$ cat config.mk
export PLATFORM = sky130hd
export DESIGN_NAME = digit_scan_ctrl
export DESIGN_NICKNAME = d
export VERILOG_FILES = /design/src/rtl/digit_scan_ctrl.sv
export SDC_FILE = /design/constraint.sdc
export NUM_CORES = 1
export LEC_CHECK = 0
export CAP_MARGIN = 10
export CORE_MARGIN = 4
export CORE_UTILIZATION = 60
export DETAILED_ROUTE_END_ITERATION = 7
export DONT_BUFFER_PORTS = 1
export GPL_ROUTABILITY_DRIVEN = 0
export PLACE_DENSITY = 0.86
export SYNTH_ARGS = -nofsm -noshare
export SYNTH_HDL_FRONTEND = slang
export SYNTH_SLANG_ARGS = --single-unit
$ cat constraint.sdc
create_clock -name Clk -period 4 [get_ports Clk]
set_input_delay 0.2 -clock Clk [delete_from_list [all_inputs] [get_ports Clk]]
set_output_delay 0.2 -clock Clk [all_outputs]
set_load 0.05 [all_outputs]
$ cat src/rtl/digit_scan_ctrl.sv
// Two-digit seven-segment scan controller: alternates ones/tens anodes with a
// blanking gap before each slot, optional tens leading-zero blanking, frame tick.
module digit_scan_ctrl #(
  parameter int unsigned ON_CYCLES    = 49000,
  parameter int unsigned BLANK_CYCLES = 1000
) (
  input  logic       Clk,
  input  logic       Reset_n,
  input  logic       En,
  input  logic       LeadZeroBlank,
  input  logic       TensIsZero,
  output logic       S0,
  output logic [1:0] An,
  output logic       Blank,
  output logic       FrameTick
);

  localparam int unsigned MAX_LEN = (ON_CYCLES > BLANK_CYCLES) ? ON_CYCLES : BLANK_CYCLES;
  localparam int unsigned CNT_W   = (MAX_LEN > 1) ? $clog2(MAX_LEN) : 1;

  localparam logic [CNT_W-1:0] ON_LAST    = CNT_W'(ON_CYCLES - 1);
  localparam logic [CNT_W-1:0] BLANK_LAST = CNT_W'(BLANK_CYCLES - 1);

  localparam logic [1:0] ST_BLANK_TO_ONES = 2'd0;
  localparam logic [1:0] ST_ONES_ON       = 2'd1;
  localparam logic [1:0] ST_BLANK_TO_TENS = 2'd2;
  localparam logic [1:0] ST_TENS_ON       = 2'd3;

  logic [1:0]       state, state_nxt;
  logic [CNT_W-1:0] cnt, cnt_nxt;
  logic [CNT_W-1:0] slot_last;
  logic             lz_hold, lz_nxt;
  logic             s0_nxt, blank_nxt, ft_nxt;
  logic [1:0]       an_nxt;

  // State register; outputs are registered alongside the state they decode.
  always_ff @(posedge Clk or negedge Reset_n) begin
    if (!Reset_n) begin
      state     <= ST_BLANK_TO_ONES;
      cnt       <= '0;
      lz_hold   <= 1'b0;
      S0        <= 1'b0;
      An        <= 2'b11;
      Blank     <= 1'b1;
      FrameTick <= 1'b0;
    end else begin
      state     <= state_nxt;
      cnt       <= cnt_nxt;
      lz_hold   <= lz_nxt;
      S0        <= s0_nxt;
      An        <= an_nxt;
      Blank     <= blank_nxt;
      FrameTick <= ft_nxt;
    end
  end

  // Slot sequencing, then decode of the outputs for the state being entered.
  always_comb begin
    state_nxt = state;
    cnt_nxt   = cnt + CNT_W'(1);
    lz_nxt    = lz_hold;
    ft_nxt    = 1'b0;
    s0_nxt    = 1'b0;
    an_nxt    = 2'b11;
    blank_nxt = 1'b1;

    slot_last = ((state == ST_ONES_ON) || (state == ST_TENS_ON)) ? ON_LAST : BLANK_LAST;

    if (cnt == slot_last) begin
      cnt_nxt = '0;
      case (state)
        ST_BLANK_TO_ONES: state_nxt = ST_ONES_ON;
        ST_ONES_ON:       state_nxt = ST_BLANK_TO_TENS;
        ST_BLANK_TO_TENS: state_nxt = ST_TENS_ON;
        ST_TENS_ON:       state_nxt = ST_BLANK_TO_ONES;
        default:          state_nxt = ST_BLANK_TO_ONES;
      endcase
    end

    // Leading-zero decision is frozen for the whole tens slot.
    if ((state == ST_BLANK_TO_TENS) && (state_nxt == ST_TENS_ON))
      lz_nxt = LeadZeroBlank & TensIsZero;

    ft_nxt = (state == ST_TENS_ON) && (state_nxt == ST_BLANK_TO_ONES);

    if (!En) begin
      state_nxt = ST_BLANK_TO_ONES;
      cnt_nxt   = '0;
      ft_nxt    = 1'b0;
    end

    case (state_nxt)
      ST_BLANK_TO_ONES: begin
        s0_nxt    = 1'b0;
        an_nxt    = 2'b11;
        blank_nxt = 1'b1;
      end
      ST_ONES_ON: begin
        s0_nxt    = 1'b0;
        an_nxt    = 2'b10;
        blank_nxt = 1'b0;
      end
      ST_BLANK_TO_TENS: begin
        s0_nxt    = 1'b1;
        an_nxt    = 2'b11;
        blank_nxt = 1'b1;
      end
      ST_TENS_ON: begin
        s0_nxt    = 1'b1;
        an_nxt    = lz_nxt ? 2'b11 : 2'b01;
        blank_nxt = 1'b0;
      end
      default: begin
        s0_nxt    = 1'b0;
        an_nxt    = 2'b11;
        blank_nxt = 1'b1;
      end
    endcase
  end

endmodule

==> results.toml <==
[worst_hold_path]
hold_class = "in -> reg"

[finish]
fin_nets = 137
areaGrowthSynthToFinish_pct = 4.27
layout-drive-gt1-share = 0.135
seqCellArea_um2 = 604
multi_input_area_um2 = 668
num_antenna_cells = 0
final_common_cell = "dfrtp_1"
fillers = 152
final_cell_mix = "21 x dfrtp_1, 16 x nor3_1, 10 x nand2_1"
fin_area_mm2 = 0.00138

[cts]
cts_buffer_depth = 2
clock_sinks = 24
clk_pin_slew_worst_paths_ns = 0.13
cts-buffers-inserted = 3
cts_root_buf = "clkbuf_4"
clk_latency_ns = 0.31
htree_num_levels = 1
post_cts_buffers = 0
cts_tree = "done"

[floorplanning]
die_w_um = 54.9
num_io_pins = 10
dieHeight_um = 54.9
core-area_mm2 = 0.00202
start_util = 0.652
rows = 16
dieArea_mm2 = 0.00301

[global_route]
grt_max_degree = 25
grt_pass1_vias = 943
antenna_found_initial = 0
grt_overflow_total = 0
grt_first_pass_wirelength_um = 4220
gr-usage-all-layers = 0.196

[critical_path]
worstPathRequired_ns = 4.24
cp-end-kind = "register"
worst-path-buf-inv = 2
critPathArrivalTime_ns = 2.63
crit_chain = "inv_1, ha_1, nor2_1, xor2_1, a2111oi_4, buf_4, mux2i_1"
worstPathMaxFanout = 14
critical_path.max_stage_delay_ns = 0.67
slowest_stage = "a2111oi_4"
cp-start-kind = "register"
crit_type = "reg -> reg"
critPathTopFamily = "compound AO/OA/AOI/OAI gates"

[synth]
ys.warnings.count = 0
avgSynthCellArea_um2 = 10.6
yosysUniqueCellTypes = 35
syn_area_mm2 = 0.00132
syn_inst = 125
yosysTopAreaCellShare = 0.398
synth.largest_area_cell = "dfrtp_1"
syn-num-nets = 135
seq_area_frac_synth = 0.458
synth-seq-cells = 24
synth_area_leaders = "dfrtp_1 40%, nor3_1 6.1%, dfstp_2 6.0%"

[sta]
finalHoldViolations = 0
tns_ns = 0
layout_min_cycle_time_ns = 2.40
fin_crit_sh = 0.599
fmax_mhz = 417
slew_violations = 0
rsz0062_at_grt = "false"
clock-skew-final_ns = 0.00208
slew-limit-headroom = 0.288
setup_viol = 0
tightest_slew_ns = 1.06

[power_and_ir_drop]
seqPwrFrac = 0.636
p_switching_mw = 0.0851
clkPwrFrac = 0.326
intPower_mw = 0.306
p_per_area_mw_per_mm2 = 284
ir_drop_mv = 0.243
finalPower_mw = 0.391
switching_share = 0.218
p_leak_nw = 0.541
p_comb_frac = 0.038

[routing]
antenna_left = 0
num_vias = 960
routedWlPerCell_um = 15.7
via_per_inst = 6.27
wl_um = 2400
drtIter0Drc = 28
drc = 0
dr.pass1.iters = 4

[run]
drv_cap = 0

[placed_design]
dpl.hpwl_um = 1800
portBuffers = 0
placed_area_mm2 = 0.00133

[outcome]
status = "completed"
cell type report:
class                   instances  area share
multi-input cells              92       0.486
flip-flops and latches         24       0.439
clock buffers                   4      0.0264
well taps                      27      0.0246
repair buffers                  2      0.0127
inverters                       4      0.0109
registers in the layout, summed over array words and instances (netlist names):
signal     cells
state          2
lz_hold        1
cnt           16
S0             1
Blank          1
An             2
FrameTick      1
cell usage after synthesis:
cell and n:
mux2i_1 7, nand4_1 6, or4_4 1, nand3b_1 1, and4_4 1, or2_2 1, mux2_2 3, or4_1 1
nor3_1 16, buf_4 1, and2_0 1, o21ai_0 2, a2111oi_4 1, dfrtp_1 21, a211oi_2 1, a211oi_1 1
nor2_1 5, inv_1 4, nor3b_1 1, o2111ai_1 1, o31ai_1 1, clkbuf_1 2, buf_2 1, dfstp_2 3
buf_6 1, ha_1 5, or3_1 1, xor2_1 9, and2_1 1, nand2_1 10, nand3_2 1, nor4_1 2
nand3_1 6, xnor2_1 4, and4_1 2
path summary, 6_finish.rpt:
check | startpoint | to | slack, ns | cells past startpoint
min in group asynchronous | Reset_n | cnt[14]$_DFF_PN0_ | 0.51 | 1
min reg2reg | cnt[0]$_DFF_PN0_ | cnt[0]$_DFF_PN0_ | 0.51 | 1
max reg2reg | state[1]$_DFF_PN0_ | state[1]$_DFF_PN0_ | 1.60 | 7
max | state[1]$_DFF_PN0_ | state[1]$_DFF_PN0_ | 1.60 | 7
min | En | S0$_DFF_PN0_ | 0.04 | 2
max in group asynchronous | Reset_n | cnt[7]$_DFF_PN0_ | 2.85 | 1
power groups by stage:
stage               combinational [mW]  clock, mW  sequential (mW)
finish                          0.0148      0.128            0.249
global route                    0.0172      0.139            0.249
CTS                             0.0152      0.127            0.249
detailed placement             0.00977          0            0.253
global placement               0.00917          0            0.253
floorplan                      0.00916          0            0.253
kinds of logic after synthesis:
| kind of cell | share of synthesized area |
|---|---|
| xor gates and xnor gates | 0.0863 |
| and+or+nand+nor | 0.238 |
| adders and majority gates | 0.0474 |
| muxes | 0.0787 |
| AOI/OAI and AO/OA | 0.0560 |
| DFF | 0.458 |
| buffers and inverters | 0.0351 |
metal layers:
metal | vias up | global-route usage | routed length, um
li1 | 460 | - | -
met1 | 480 | 0.256 | 1070
met2 | 18 | 0.329 | 1240
met3 | 2 | 0.0354 | 85
met4 | 0 | 0.0539 | 12
met5 | - | 0 | 0
stage by stage:
step / setup slack, ns / cells / hold slack, ns / util
after floorplan: 2.06 / 125 / -0.0956 / -
after global placement: 1.75 / 148 / -0.0947 / 0.657
after detailed placement: 1.61 / 148 / -0.0949 / 0.657
after CTS: 1.60 / 153 / 0.0443 / 0.680
after global routing: 1.42 / 153 / 0.0438 / 0.680
final: 1.60 / 153 / 0.0411 / 0.680
repair_timing:
action,in CTS,in global routing
endpoints found under the hold margin,24,0
hold buffers,1,0
resized for setup,0,0
Power figures use the tool's default switching activity.
